### config.mk
export PLATFORM = sky130hd
export DESIGN_NAME = tipi_pi_bus_master_flat
export DESIGN_NICKNAME = d
export VERILOG_FILES = /design/src/rtl/tipi_pi_bus_master_if.sv /design/src/rtl/tipi_pi_bus_master.sv /design/src/flat_wrapper.sv
export SDC_FILE = /design/constraint.sdc
export NUM_CORES = 1
export LEC_CHECK = 0
export CAP_MARGIN = 20
export CORE_ASPECT_RATIO = 2
export CORE_UTILIZATION = 53
export DETAILED_ROUTE_END_ITERATION = 6
export PLACE_DENSITY = 0.82
export REMOVE_ABC_BUFFERS = 1
export SYNTH_ARGS = -nofsm -noshare
export SYNTH_HDL_FRONTEND = slang
export SYNTH_SLANG_ARGS = --single-unit
### constraint.sdc
create_clock -name clk -period 2.6 [get_ports clk]
set_clock_uncertainty 0.2 [all_clocks]
set_input_delay 0.39 -clock clk [delete_from_list [all_inputs] [get_ports clk]]
set_output_delay 0.39 -clock clk [all_outputs]
set_load 0.02 [all_outputs]
### src/rtl/tipi_pi_bus_master_if.sv
// Host-side handshake and pad-side Pi bus signals of the TIPI Pi bus master.
interface tipi_pi_bus_master_if;
  logic       start;
  logic [0:7] wr_rc;
  logic [0:7] wr_rd;
  logic [0:7] rd_tc;
  logic [0:7] rd_td;
  logic       busy;
  logic       done;
  logic       r_clk;
  logic       r_nibrst;
  logic [0:3] r_nib_out;
  logic       r_nib_oe;
  logic [0:3] r_nib_in;

  modport master (
    input  start, wr_rc, wr_rd, r_nib_in,
    output rd_tc, rd_td, busy, done, r_clk, r_nibrst, r_nib_out, r_nib_oe
  );

  modport slave (
    output start, wr_rc, wr_rd, r_nib_in,
    input  rd_tc, rd_td, busy, done, r_clk, r_nibrst, r_nib_out, r_nib_oe
  );
endinterface

### src/rtl/tipi_pi_bus_master.sv
// Pi-side TIPI bus initiator: per start, reads TC/TD then writes RC/RD, one nibble per r_clk slot.
module tipi_pi_bus_master #(
  parameter int unsigned CLK_DIV  = 4,
  parameter int unsigned RST_HOLD = 2
) (
  input  logic                 clk,
  input  logic                 reset,
  tipi_pi_bus_master_if.master bus
);
  localparam int unsigned CNT_MAX = (CLK_DIV > RST_HOLD) ? CLK_DIV : RST_HOLD;
  localparam int unsigned CNT_W   = (CNT_MAX > 1) ? $clog2(CNT_MAX) : 1;
  localparam int unsigned SLOT_W  = 3;
  localparam logic [CNT_W-1:0]  DIV_LAST  = CNT_W'(CLK_DIV - 1);
  localparam logic [CNT_W-1:0]  HOLD_LAST = CNT_W'(RST_HOLD - 1);
  localparam logic [SLOT_W-1:0] SLOT_LAST = SLOT_W'(7);

  typedef enum logic [2:0] {
    IDLE, RST_HI, RST_LO, SLOT_LOW, SLOT_HIGH, DONE
  } state_e;

  state_e             state_q, state_d;
  logic [CNT_W-1:0]   cnt_q, cnt_d;
  logic [SLOT_W-1:0]  slot_q, slot_d;
  logic [0:7]         rc_q, rc_d, rd_q, rd_d;
  logic [0:7]         tc_sh_q, tc_sh_d, td_sh_q, td_sh_d;
  logic [0:7]         rd_tc_q, rd_tc_d, rd_td_q, rd_td_d;
  logic               r_clk_q, r_clk_d;
  logic               r_nibrst_q, r_nibrst_d;
  logic               r_nib_oe_q, r_nib_oe_d;
  logic [0:3]         r_nib_out_q, r_nib_out_d;
  logic               busy_q, busy_d;
  logic               done_q, done_d;
  logic [0:3]         wr_nib;

  always_ff @(posedge clk or posedge reset) begin
    if (reset) begin
      state_q     <= IDLE;
      cnt_q       <= '0;
      slot_q      <= '0;
      rc_q        <= '0;
      rd_q        <= '0;
      tc_sh_q     <= '0;
      td_sh_q     <= '0;
      rd_tc_q     <= '0;
      rd_td_q     <= '0;
      r_clk_q     <= 1'b0;
      r_nibrst_q  <= 1'b1;
      r_nib_oe_q  <= 1'b0;
      r_nib_out_q <= '0;
      busy_q      <= 1'b0;
      done_q      <= 1'b0;
    end else begin
      state_q     <= state_d;
      cnt_q       <= cnt_d;
      slot_q      <= slot_d;
      rc_q        <= rc_d;
      rd_q        <= rd_d;
      tc_sh_q     <= tc_sh_d;
      td_sh_q     <= td_sh_d;
      rd_tc_q     <= rd_tc_d;
      rd_td_q     <= rd_td_d;
      r_clk_q     <= r_clk_d;
      r_nibrst_q  <= r_nibrst_d;
      r_nib_oe_q  <= r_nib_oe_d;
      r_nib_out_q <= r_nib_out_d;
      busy_q      <= busy_d;
      done_q      <= done_d;
    end
  end

  // Sequencer: reset pulse, then 8 slots of CLK_DIV low + CLK_DIV high cycles.
  always_comb begin
    state_d = state_q;
    cnt_d   = cnt_q;
    slot_d  = slot_q;
    rc_d    = rc_q;
    rd_d    = rd_q;
    tc_sh_d = tc_sh_q;
    td_sh_d = td_sh_q;
    unique case (state_q)
      IDLE: begin
        if (bus.start) begin
          state_d = RST_HI;
          cnt_d   = '0;
          rc_d    = bus.wr_rc;
          rd_d    = bus.wr_rd;
        end
      end
      RST_HI: begin
        if (cnt_q == HOLD_LAST) begin
          state_d = RST_LO;
          cnt_d   = '0;
        end else begin
          cnt_d = cnt_q + CNT_W'(1);
        end
      end
      RST_LO: begin
        if (cnt_q == HOLD_LAST) begin
          state_d = SLOT_LOW;
          cnt_d   = '0;
          slot_d  = '0;
        end else begin
          cnt_d = cnt_q + CNT_W'(1);
        end
      end
      SLOT_LOW: begin
        if (cnt_q == DIV_LAST) begin
          state_d = SLOT_HIGH;
          cnt_d   = '0;
          // Read slots sample the pads on the last low cycle, just before r_clk rises.
          if (!slot_q[2]) begin
            unique case (slot_q[1:0])
              2'd0: tc_sh_d[0:3] = bus.r_nib_in;
              2'd1: tc_sh_d[4:7] = bus.r_nib_in;
              2'd2: td_sh_d[0:3] = bus.r_nib_in;
              2'd3: td_sh_d[4:7] = bus.r_nib_in;
            endcase
          end
        end else begin
          cnt_d = cnt_q + CNT_W'(1);
        end
      end
      SLOT_HIGH: begin
        if (cnt_q == DIV_LAST) begin
          cnt_d = '0;
          if (slot_q == SLOT_LAST) begin
            state_d = DONE;
          end else begin
            state_d = SLOT_LOW;
            slot_d  = slot_q + SLOT_W'(1);
          end
        end else begin
          cnt_d = cnt_q + CNT_W'(1);
        end
      end
      DONE:    state_d = IDLE;
      default: state_d = IDLE;
    endcase
  end

  // Outputs are decoded from the next state so each register lines up with its state.
  always_comb begin
    wr_nib = '0;
    unique case (slot_d[1:0])
      2'd0: wr_nib = rc_q[0:3];
      2'd1: wr_nib = rc_q[4:7];
      2'd2: wr_nib = rd_q[0:3];
      2'd3: wr_nib = rd_q[4:7];
    endcase
    r_clk_d     = (state_d == SLOT_HIGH);
    r_nib_oe_d  = ((state_d == SLOT_LOW) || (state_d == SLOT_HIGH)) && slot_d[2];
    r_nib_out_d = r_nib_oe_d ? wr_nib : '0;
    busy_d      = (state_d != IDLE) && (state_d != DONE);
    done_d      = (state_d == DONE);
    rd_tc_d     = done_d ? tc_sh_q : rd_tc_q;
    rd_td_d     = done_d ? td_sh_q : rd_td_q;
    // r_nibrst keeps its reset value in IDLE until the first transaction clears it.
    r_nibrst_d  = r_nibrst_q;
    if (state_d == RST_HI) begin
      r_nibrst_d = 1'b1;
    end else if (state_d != IDLE) begin
      r_nibrst_d = 1'b0;
    end
  end

  assign bus.rd_tc     = rd_tc_q;
  assign bus.rd_td     = rd_td_q;
  assign bus.busy      = busy_q;
  assign bus.done      = done_q;
  assign bus.r_clk     = r_clk_q;
  assign bus.r_nibrst  = r_nibrst_q;
  assign bus.r_nib_out = r_nib_out_q;
  assign bus.r_nib_oe  = r_nib_oe_q;
endmodule
### src/flat_wrapper.sv
// flat-port wrapper written by rule: the top's interface ports become plain ports
module tipi_pi_bus_master_flat 
#(
  parameter int unsigned CLK_DIV  = 4,
  parameter int unsigned RST_HOLD = 2
)
  (clk, reset, bus_start, bus_wr_rc, bus_wr_rd, bus_r_nib_in, bus_rd_tc, bus_rd_td, bus_busy, bus_done, bus_r_clk, bus_r_nibrst, bus_r_nib_out, bus_r_nib_oe);
  tipi_pi_bus_master_if bus_i ();
  input  logic clk;
  input  logic reset;
  input wire logic [$bits(bus_i.start)-1:0] bus_start;
  input wire logic [$bits(bus_i.wr_rc)-1:0] bus_wr_rc;
  input wire logic [$bits(bus_i.wr_rd)-1:0] bus_wr_rd;
  input wire logic [$bits(bus_i.r_nib_in)-1:0] bus_r_nib_in;
  output wire logic [$bits(bus_i.rd_tc)-1:0] bus_rd_tc;
  output wire logic [$bits(bus_i.rd_td)-1:0] bus_rd_td;
  output wire logic [$bits(bus_i.busy)-1:0] bus_busy;
  output wire logic [$bits(bus_i.done)-1:0] bus_done;
  output wire logic [$bits(bus_i.r_clk)-1:0] bus_r_clk;
  output wire logic [$bits(bus_i.r_nibrst)-1:0] bus_r_nibrst;
  output wire logic [$bits(bus_i.r_nib_out)-1:0] bus_r_nib_out;
  output wire logic [$bits(bus_i.r_nib_oe)-1:0] bus_r_nib_oe;
  assign bus_i.start = bus_start;
  assign bus_i.wr_rc = bus_wr_rc;
  assign bus_i.wr_rd = bus_wr_rd;
  assign bus_i.r_nib_in = bus_r_nib_in;
  assign bus_rd_tc = bus_i.rd_tc;
  assign bus_rd_td = bus_i.rd_td;
  assign bus_busy = bus_i.busy;
  assign bus_done = bus_i.done;
  assign bus_r_clk = bus_i.r_clk;
  assign bus_r_nibrst = bus_i.r_nibrst;
  assign bus_r_nib_out = bus_i.r_nib_out;
  assign bus_r_nib_oe = bus_i.r_nib_oe;
  tipi_pi_bus_master #(.CLK_DIV(CLK_DIV), .RST_HOLD(RST_HOLD)) u_core (.clk(clk), .reset(reset), .bus(bus_i));
endmodule
* Word-level counts from Yosys, hierarchy flattened
Cells that the tools add are included.
** Storage, ports and cells
- Logic and storage cells :: 75
- Bits of input ports :: 23
- Output and inout port bits :: 25
- Bits in registers :: 65
** Cells by class
- Equality and inequality tests :: 19
- Muxes and demuxes :: 19
- Add/sub/neg operators :: 2
- Bitwise logic cells :: 1
- Reductions and logical operators :: 17
** Operators with widths (count)
- $mux 3 :: 9
- $pmux 4 s4 :: 1
- $reduce_and 4->1 :: 4
- $pmux 3 s5 :: 1
- $eq 3x3->1 const B :: 4
- $eq 2x2->1 const B :: 5
- $eq 3x2->1 const B :: 3
- $eq 2x1->1 const B :: 3
- $eq 3x1->1 const B :: 2
- $mux 2 :: 3
- $pmux 2 s3 :: 1
- $pmux 3 s2 :: 1
- $reduce_bool 3->1 :: 2
- $logic_not 2->1 :: 2
- $mux 4 :: 1
- $reduce_and 2->1 :: 2
- $reduce_or 2->1 :: 2
- $add 3x1->3 const B :: 1
- $logic_not 3->1 :: 1
- $ne 3x3->1 const B :: 1
- $add 2x1->2 const B :: 1
- $logic_and 1x1->1 :: 2
- $mux 1 :: 2
- $ne 2x2->1 const B :: 1
- 3 further kinds :: 3

* Longest topological paths before layout
Gate-level depths: netlist (run 1).
- Word-level depth :: 8
- Mapped depth :: 8

* Worst setup path before layout (run 1)
No wires, ideal clock.
- Kind :: flip-flop to flip-flop
- From :: reg u_core.slot_q[0]
- To :: reg u_core.r_nib_out_q (netlist bit u_core.bus.r_nib_out[1])
- Cell stages (with the launch flop) :: 9
- Clock period less this slack :: 2.202 ns
- Path buffers :: 2
- Slack :: 0.398 ns
- Setup time :: 0.083 ns
- Data arrival time :: 1.919 ns
- Data required time :: 2.317 ns
- Path through :: dfrtp_1 > clkbuf_1 > inv_1 > ha_1 > buf_2 > nand3_4 > a21bo_1 > a221o_1 > a31oi_1
** Between the ends
- Word-level cells in the longest chain between the ends :: 8
** RTL lines
- start: declaration :: RTL line tipi_pi_bus_master.sv:23 : logic [SLOT_W-1:0] slot_q, slot_d;
- start signal: assignment :: RTL line tipi_pi_bus_master.sv:55 : slot_q <= slot_d;
- branches (longest 7 deep; another with $add 3x1->3)
- $mux 4 * :: RTL line tipi_pi_bus_master.sv:152 : r_nib_out_d = r_nib_oe_d ? wr_nib : '0;
- via u_core.r_nib_out_d, one bit :: RTL line tipi_pi_bus_master.sv:30 : logic [0:3] r_nib_out_q, r_nib_out_d;
- end signal: assignment :: RTL line tipi_pi_bus_master.sv:65 : r_nib_out_q <= r_nib_out_d;
- end: declaration :: RTL line tipi_pi_bus_master.sv:30
Mark *: on every way through the listed nets, which the timed path passes.
A chain may end at the register's enable or synchronous reset.

* Final worst setup path (run 1)
- From :: reg u_core.cnt_q[0]
- To :: reg u_core.r_nib_out_q (netlist bit u_core.bus.r_nib_out[0])
** Between the ends
- Word-level cells in the longest chain between the ends :: 7
** RTL lines
- start: declaration :: RTL line tipi_pi_bus_master.sv:22 : logic [CNT_W-1:0] cnt_q, cnt_d;
- start signal: assignment :: RTL line tipi_pi_bus_master.sv:54 : cnt_q <= cnt_d;
- $eq 2x2->1 or $eq 2x1->1 (tied branches)
- $mux 3 (on tied branches)
- $pmux 3 s5 :: RTL line tipi_pi_bus_master.sv:80 : unique case (state_q)
- $eq 3x2->1 or $eq 3x3->1 (tied branches) :: RTL line tipi_pi_bus_master.sv:151 : r_nib_oe_d = ((state_d == SLOT_LOW) || (state_d == SLOT_HIGH)) && slot_d[2];
- $logic_or 1x1->1 :: RTL line tipi_pi_bus_master.sv:151
- $logic_and 1x1->1 :: RTL line tipi_pi_bus_master.sv:151
- $mux 4 * :: RTL line tipi_pi_bus_master.sv:152
- via u_core.r_nib_out_d, one bit :: RTL line tipi_pi_bus_master.sv:30
Mark *: on every way through the listed nets, which the timed path passes. The rest lies on a longest branch.

==> flow_metrics.env, run 1 <==
export IMPL_leakage_nw=1.663
export IMPL_ys_seq_area_share_pct=53.94
export IMPL_drt_wl_total_mm=5.766
export IMPL_instances_no_fill=351
export IMPL_fin_ws_ns=0.1953
export IMPL_cts_setup_buffers=0
export IMPL_wl_per_cell_um=16.43
export IMPL_layout_commonest_cell="dfrtp_1"
export IMPL_core_um2=5468
export IMPL_drc=0
export IMPL_dr_total_vias=2013
export IMPL_ant_nets=0
export IMPL_status="complete, no violations"
export IMPL_ys_ff_latch=65
export IMPL_post_cts_resized=0
export IMPL_root_buffer="clkbuf_8"
export IMPL_grt_pass1_vias=2068
export IMPL_antenna_found_initial=0
export IMPL_rsz0062_at_grt="no"
export IMPL_drtIter0Drc=49
export IMPL_cp_required_ns=2.63
export IMPL_finalCriticalPeriod_ns=2.405
export IMPL_clock_sinks=65
export IMPL_start_kind="register"
export IMPL_layout_common_cells="dfrtp_1, clkdlybuf4s50_1, mux2_1, mux2_2, nor2_1"
export IMPL_cp_max_fo=7
export IMPL_synth_avg_cell_area_um2=13.12
export IMPL_syn_area_um2=3018
export IMPL_timing_fmax_mhz=415.9
export IMPL_n_antenna_cell=0
export IMPL_grt_max_degree=47
export IMPL_slew_violations=0
export IMPL_via_per_inst=5.735
export IMPL_clock_latency_ns=0.34
export IMPL_setup_tns_ns=0
export IMPL_start_util_pct=55.19
export IMPL_grt_usage_pct=21.61
export IMPL_async_flop_share_pct=100.0
export IMPL_die_area_um2=6018
export IMPL_ff2ff_path_depth=6
export IMPL_endpoint_kind="register"
export IMPL_dp_slack_ns=0.1744
export IMPL_dr_pass1_iters=4
export IMPL_htree_levels=3
export IMPL_synthFlopType="dfrtp_1"
export IMPL_slew_headroom_pct=67.80
export IMPL_hold_worst_slack_ns=0.1726
export IMPL_crit_arrival_ns=2.43
export IMPL_die_h_um=108.7
export IMPL_overflow=0
export IMPL_cts_tree="yes"
export IMPL_clk_path_buf_depth=2
export IMPL_clk_pin_slew_ns=0.07
export IMPL_synth_edf_count=0
export IMPL_setup_viol=0
export IMPL_ir_drop_mv=0.6224
export IMPL_hpwl_mm=4.197
export IMPL_holdCritPathClass="in2async"
export IMPL_die_x_um=55.36
export IMPL_fin_nets=316
export IMPL_max_cap_viol_count=0
export IMPL_numCtsBuffers=9
export IMPL_worstSetupPathType="reg2reg"
export IMPL_fin_crit_sh_pct=92.49
export IMPL_grt_first_pass_wirelength_mm=9.818
export IMPL_synth_distinct_cells=50
export IMPL_drive_above_1_share_pct=19.59
export IMPL_gp_congestion=0.9993
export IMPL_netlist_instances=230
export IMPL_tightestPinTransition_ns=0.4830
export IMPL_io_pins=48
export IMPL_rows=38
export IMPL_hold_viol=0
export IMPL_area_growth_pct=25.58
export IMPL_power_density_nw_per_um2=557.1
export IMPL_placed_cells=335
export IMPL_cts_hold_buf=0
export IMPL_yosys_warnings=0
export IMPL_port_buffers=47
-- synthesized netlist by cell type (all sizes together) (4+ instances only) --
cell type	number	area share [%]
a21oi	4	0.66
and2	5	1.0
buf	5	1.5
dfrtp	64	53
ha	7	2.9
inv	11	1.4
mux2	48	18
mux2i	4	1.3
nand2	10	1.4
nand3	5	1.4
nor2	14	2.4
o211ai	4	1.0
o21a	5	1.3
o21ai	8	1.3
-- final cells by class --
cell class | instances | area [um2]
well taps | 60 | 75.07
clock inverters | 6 | 90.09
repair buffers | 52 | 520.5
inverters | 11 | 41.29
clock buffers | 10 | 137.6
fillers | 400 | 1678
multi-input cells | 147 | 1297
flip-flops and latches | 65 | 1628
-- worst paths after layout --
| path | startpoint | endpoint | slack, ns |
|---|---|---|---|
| max in group asynchronous | reset | u_core.bus.r_nibrst | 1.39 |
| worst max-delay path | u_core.cnt_q[0] | u_core.bus.r_nib_out[0] | 0.20 |
| worst max register to register | u_core.cnt_q[0] | u_core.bus.r_nib_out[0] | 0.20 |
| worst min-delay path | reset | u_core.rc_q[2] | 0.17 |
| min in group clk | u_core.bus.rd_td[3] | u_core.bus.rd_td[3] | 0.28 |
| worst min register to register | u_core.bus.rd_td[3] | u_core.bus.rd_td[3] | 0.28 |
-- state kept, by name, summed over array words and instances, names as in the netlist, 3 cells and up --
name and flops:
u_core.td_sh_q 8, u_core.bus.rd_tc 8, u_core.bus.r_nib_out 4, u_core.slot_q 3, u_core.tc_sh_q 8, u_core.rc_q 8
u_core.state_q 3, u_core.rd_q 8, u_core.bus.rd_td 8
-- routing by layer --
metal  vias up  global-route usage [%]  wire (um)
met5         -                       0          0
met4         0                   11.07        139
met3        11                   4.982        177
met2        45                   39.67       3251
met1      1006                   22.69       2197
li1        951                       -          -
-- cell families (layout without fill, tap and decap cells) --
group           count (synthesis)  in the layout  share of synthesized area (%)
simple gates                   45             45                          9.536
xor+xnor                        1              1                         0.2903
mux                            52             52                          19.24
compound gates                 42             42                          11.03
flops                          65             65                          53.94
fa+ha+maj                       7              7                          2.902
buf+inv                        18             79                          3.068
-- critical path, stage by stage (launching register included) --
cell and delay [ns]:
dfrtp_1 0.42, ha_1 0.33, and4bb_4 0.38, nand3_2 0.17, o22ai_1 0.35, nand2_1 0.13
a311oi_1 0.31
-- through the flow --
stage                     area [um2]  power, W  util (%)
after global routing            3790  0.002191     69.31
after global placement          3562  0.001172     65.15
final                           3790  0.002111     69.31
after detailed placement        3562  0.001177     65.15
after floorplan                 2967  0.001116         -
after CTS                       3790  0.002129     69.31
-- report_power, final --
| part | internal (W) | switching, W |
|---|---|---|
| sequential | 0.00104 | 0.0000168 |
| combinational | 0.0000588 | 0.0000407 |
| clock | 0.000569 | 0.000387 |
Note: power is estimated with default switching activity, not from simulation.
==> run 2, diff against run 1 <==
Settings changed: SLEW_MARGIN from default to 20.
==> results of run 2 <==
Same layout as run 1: the final DEF is identical, and so are final timing and power.
==> patch 1 (config.mk and constraints of run 2) <==
`RST_HOLD` is set to 2 in 2 places; all go to 4.
--- a/src/rtl/tipi_pi_bus_master.sv
+++ b/src/rtl/tipi_pi_bus_master.sv
@@ -2,5 +2,5 @@
 module tipi_pi_bus_master #(
   parameter int unsigned CLK_DIV  = 4,
-  parameter int unsigned RST_HOLD = 2
+  parameter int unsigned RST_HOLD = 4
 ) (
   input  logic                 clk,
--- a/src/flat_wrapper.sv
+++ b/src/flat_wrapper.sv
@@ -3,5 +3,5 @@
 #(
   parameter int unsigned CLK_DIV  = 4,
-  parameter int unsigned RST_HOLD = 2
+  parameter int unsigned RST_HOLD = 4
 )
   (clk, reset, bus_start, bus_wr_rc, bus_wr_rd, bus_r_nib_in, bus_rd_tc, bus_rd_td, bus_busy, bus_done, bus_r_clk, bus_r_nibrst, bus_r_nib_out, bus_r_nib_oe);
Check against the original RTL: not equivalent (Yosys sat finds a counterexample within 4 cycles, from zero or initial values and one cycle with reset high).
==> patch 1 against run 2 <==
  * Synthesized area decreased by 6.7%
  * Design area decreased by 5.4%
  * Setup slack improved by 0.090 ns
  * First-iteration DRC count is 20% lower
  * Sequential cell count stayed put
  * Wire length shrank 13%
  * Critical endpoint unchanged
  * Via count is 11% lower
  * Hold slack improved by 0.068 ns
Power is not compared: it rests on default switching activity, and its combinational part moved more than twofold at a synthesized area within 25%.
==> patch 1: results (changes against run 2) <==
| Metric | Value |
|---|---|
| Status | finished clean (unchanged) |
| Vias in the first global route | 1903 (was 2068) |
| Worst reg2reg path startpoint | u_core.cnt_q[0]$_DFFE_PP0P_ (unchanged) |
| Total gr overflow | 0 (unchanged) |
| XOR/XNOR Fraction of Synth Area | 0.622% (was 0.290%) |
| Yosys cell types | 39 (was 50) |
| GPL Wtd Cong | 0.828 (was 0.999) |
| First-pass GRT wire length | 8580 um (was 9820 um) |
| Maximum VDD drop | 0.705 mV |
| Maximum fanout along the worst path | 9 (was 7) |
| Clock buffer depth | 2 (unchanged) |
| Total global-route track usage | 21.5% (was 21.6%) |
| Adder-Cell Fraction of Synth Area | 2.22% (was 2.90%) |
| Share of post-route cells with drive strength above 1 | 29.3% (was 19.6%) |
| Final HPWL DP | 3710 um (was 4200 um) |
| Clk slew on worst S/H paths | 0.07 ns (about the same) |
| Post-CTS setup buffers | 0 (unchanged) |
| Post-synth top cells | 64 x dfrtp_1, 47 x mux2_2, 9 x o21ai_0 (was 64 x dfrtp_1, 26 x mux2_1, 22 x mux2_2) |
| Clock root cell | clkbuf_8 (unchanged) |
| Largest net degree at the start of global routing | 26 (was 47) |
| Post-synthesis mux area share | 21.0% (was 19.2%) |
| Flop-to-flop setup slack | 0.29 ns (was 0.20 ns) |
| Delay of the slowest cell on the worst path | 0.40 ns (was 0.42 ns) |
| Antenna diode count | 0 (unchanged) |
| Register area share after synthesis | 57.8% (was 53.9%) |
| Vias after detailed routing | 1797 (was 2013) |
| Worst slew margin | 61.2% (was 67.8%) |
| Delay-heaviest family, CP | compound AO/OA/AOI/OAI gates (was simple AND/OR/NAND/NOR gates) |
| Compound-Gate Fraction of Synth Area | 8.40% (was 11.0%) |
| Drt initial violations | 39 (was 49) |
| Leakage | about 1.6 nW |
| Drt wl/cell | 15.5 um (was 16.4 um) |
| Synth area leaders | dfrtp_1 57%, mux2_2 19%, ha_1 2.2% (was dfrtp_1 53%, mux2_1 9.7%, mux2_2 8.2%) |
| Asr flop ratio synth | 100% (unchanged) |
| Layout Nets | 289 (was 316) |
| H-tree level count | 3 (unchanged) |
| Fin Hold WS | 0.240 ns (was 0.173 ns) |
| Crit path arrival time | 2.34 ns (was 2.43 ns) |
==> patch 1: changes by cell type after synthesis, sizes merged, moves of 3 or more <==
cell / run 2 / this run
buf: 5 / 8
nand3: 5 / 2
nor2: 14 / 10
a221oi: 0 / 4
o21a: 5 / 1
o211ai: 4 / 0
==> patch 1: metal layers <==
metal | GRT usage (%) | up-vias | part of all wire (%) | wire length, um
met5 | 0 | - | 0 | 0
met4 | 13.7 | 0 | 3.3 | 165
met3 | 3.64 | 14 | 2.1 | 104
met2 | 36.6 | 43 | 57 | 2880
met1 | 22.7 | 900 | 37 | 1870
li1 | - | 840 | - | -
==> patch 1: worst reg2reg max path: cells and delay by family (launching register included) <==
kind | cells | cell delay (ns)
muxes | 1 | 0.16
adders and majority gates | 1 | 0.32
DFF | 1 | 0.40
AOI/OAI and AO/OA | 4 | 1.13
==> patch 1: logic make-up after synthesis <==
| family | count (synthesis) |
|---|---|
| xor gates and xnor gates | 2 |
| DFF | 65 |
| and+or+nand+nor | 31 |
| muxes | 53 |
| adders and majority gates | 5 |
| AOI/OAI and AO/OA | 33 |
| buffers and inverters | 17 |
==> patch 1: area by class of cell <==
cell class              count  area, um2
fillers                   380       1550
well taps                  58       72.6
flip-flops and latches     65       1630
clock buffers              11        141
multi-input cells         124       1090
repair buffers             52        533
inverters                   9       38.8
clock inverters             5       78.8
==> patch 1: how the worst max path moves through the flow <==
stage                                           start                           endpoint  slack (ns)  cells after the start
after floorplan                                 reset          u_core.bus.busy$_DFF_PP0_        0.39                      1
after global placement    u_core.cnt_q[0]$_DFFE_PP0P_  u_core.bus.r_nib_out[0]$_DFF_PP0_        0.38                      6
after detailed placement  u_core.cnt_q[0]$_DFFE_PP0P_  u_core.bus.r_nib_out[0]$_DFF_PP0_        0.34                      6
after CTS                 u_core.cnt_q[0]$_DFFE_PP0P_  u_core.bus.r_nib_out[0]$_DFF_PP0_        0.28                      6
after global routing       u_core.slot_q[0]$_DFF_PP0_  u_core.bus.r_nib_out[0]$_DFF_PP0_        0.14                      6
final                     u_core.cnt_q[0]$_DFFE_PP0P_  u_core.bus.r_nib_out[0]$_DFF_PP0_        0.29                      6
==> patch 1: where the power goes <==
| part | switching (mW) | internal (mW) |
|---|---|---|
| Sequential | 0.214 | 1.33 |
| Combinational | 0.503 | 0.565 |
| Clock | 0.368 | 0.564 |
==> patch 1: metrics by stage <==
stage / power [mW] / cell area (um2) / worst slack [ns] / utilization (%) / std cells
floorplan: 2.25 / 2760 / 0.385 / - / 198
global placement: 2.57 / 3370 / 0.383 / 65.5 / 308
detailed placement: 2.63 / 3370 / 0.338 / 65.5 / 308
CTS: 3.58 / 3590 / 0.280 / 69.8 / 324
global route: 3.76 / 3590 / 0.138 / 69.8 / 324
finish: 3.54 / 3590 / 0.286 / 69.8 / 324
==> patch 2 (settings of run 2) <==
Without the edit above. Re-encode `state_e` (6 states) as one-hot, 6 bits wide.
--- a/src/rtl/tipi_pi_bus_master.sv
+++ b/src/rtl/tipi_pi_bus_master.sv
@@ -15,6 +15,6 @@
   localparam logic [SLOT_W-1:0] SLOT_LAST = SLOT_W'(7);
 
-  typedef enum logic [2:0] {
-    IDLE, RST_HI, RST_LO, SLOT_LOW, SLOT_HIGH, DONE
+  typedef enum logic [5:0] {
+    IDLE = 6'b000001, RST_HI = 6'b000010, RST_LO = 6'b000100, SLOT_LOW = 6'b001000, SLOT_HIGH = 6'b010000, DONE = 6'b100000
   } state_e;
 
Function: same outputs for any inputs over 10 cycles, from zero or initial values and one cycle with reset high; not proved beyond that.
==> patch 2 against run 2 <==
  * Synthesized cell count is 3.9% higher
  * Wire length is 12% higher
  * Synthesized area is 2.8% higher
  * Sequential cell count increased by 3
  * Global-route usage rose by 1.7 points
  * Setup slack worse by 0.12 ns
  * Design area increased by 8.1%
  * Final cell count is 6.3% higher
  * Largest cell class unchanged
  * Critical path type unchanged
  * Core utilization grew 3.1 points
Power is not compared: it rests on default switching activity, and its combinational part moved more than twofold at a synthesized area within 25%.
==> patch 2: results (changes against run 2) <==
| Metric | Value |
|---|---|
| Status | finished clean (unchanged) |
| Setup crit start | u_core.state_q[4]$_DFF_PP0_ (was u_core.cnt_q[0]$_DFFE_PP0P_) |
| Flop-to-flop setup slack | 0.07 ns (was 0.20 ns) |
| Worst slew margin | 60.7% (was 67.8%) |
| Compound-Gate Fraction of Synth Area | 8.96% (was 11.0%) |
| Maximum fanout along the worst path | 8 (was 7) |
| Final HPWL DP | 4630 um (was 4200 um) |
| Share of post-route cells with drive strength above 1 | 30.4% (was 19.6%) |
| Met2 WL post-DR | 3700 um (was 3250 um) |
| # fillers | 404 (was 400) |
| Largest net degree at the start of global routing | 69 (was 47) |
| XOR/XNOR Fraction of Synth Area | 1.13% (was 0.290%) |
| Register area share after synthesis | 54.9% (was 53.9%) |
| Met3 WL post-DR | 264 um (was 177 um) |
| Drt initial violations | 65 (was 49) |
| Vias after detailed routing | 2142 (was 2013) |
| Yosys warnings | 0 (unchanged) |
| First-pass GRT wire length | 10700 um (was 9820 um) |
| Crit path arrival time | 2.54 ns (was 2.43 ns) |
| Slowest CP cell | o32ai_1 (was dfrtp_1) |
| Final Non-Filler Cells | 373 (was 351) |
| Die Wd | 56.1 um (was 55.4 um) |
| Clock root cell | clkbuf_16 (was clkbuf_8) |
| Delay of the slowest cell on the worst path | 0.52 ns (was 0.42 ns) |
| Synth area leaders | dfrtp_1 53%, mux2_2 16%, ha_1 3.2% (was dfrtp_1 53%, mux2_1 9.7%, mux2_2 8.2%) |
| Crit path to | u_core.bus.r_nib_out[3]$_DFF_PP0_ (was u_core.bus.r_nib_out[0]$_DFF_PP0_) |
| Inst Count DP | 357 (was 335) |
| Vias in the first global route | 2234 (was 2068) |
| Cells after Synth | 239 (was 230) |
| Total global-route track usage | 23.3% (was 21.6%) |
| Post-synthesis mux area share | 17.6% (was 19.2%) |
| Wl on met1 | 2210 um (was 2200 um) |
| GPL Wtd Cong | 0.867 (was 0.999) |
| Yosys cell types | 48 (was 50) |
| Delay-heaviest family, CP | compound AO/OA/AOI/OAI gates (was simple AND/OR/NAND/NOR gates) |
| Clk slew on worst S/H paths | 0.05 ns (was 0.07 ns) |
| Layout Nets | 338 (was 316) |
patch 2: cell type report:
| cell class | instances | area [um2] | area share (%) |
|---|---|---|---|
| Sequential cell | 68 | 1700 | 41.6 |
| Tap cell | 61 | 76.3 | 1.86 |
| Timing Repair Buffer | 68 | 653 | 15.9 |
| Inverter | 16 | 60.1 | 1.47 |
| Clock buffer | 13 | 260 | 6.35 |
| Multi-Input combinational cell | 144 | 1300 | 31.7 |
| Clock inverter | 3 | 45.0 | 1.10 |
patch 2: metal layers:
metal,vias up,GRT usage [%]
met5,-,0
met4,0,14.1
met3,22,5.13
met2,66,43.6
met1,1057,23.0
li1,997,-
patch 2: per-stage QoR:
stage,worst slack [ns],hold WS (ns),area (um2)
floorplan,-0.441,0.275,3020
global placement,-0.0446,0.282,3760
detailed placement,-0.100,0.292,3760
CTS,0.0238,0.265,4080
global route,-0.00296,0.302,4100
finish,0.0721,0.246,4100
patch 2: what timing repair did:
item,CTS,global route
resized for setup,5,5
setup endpoints to repair,3,4
pin swaps,0,2
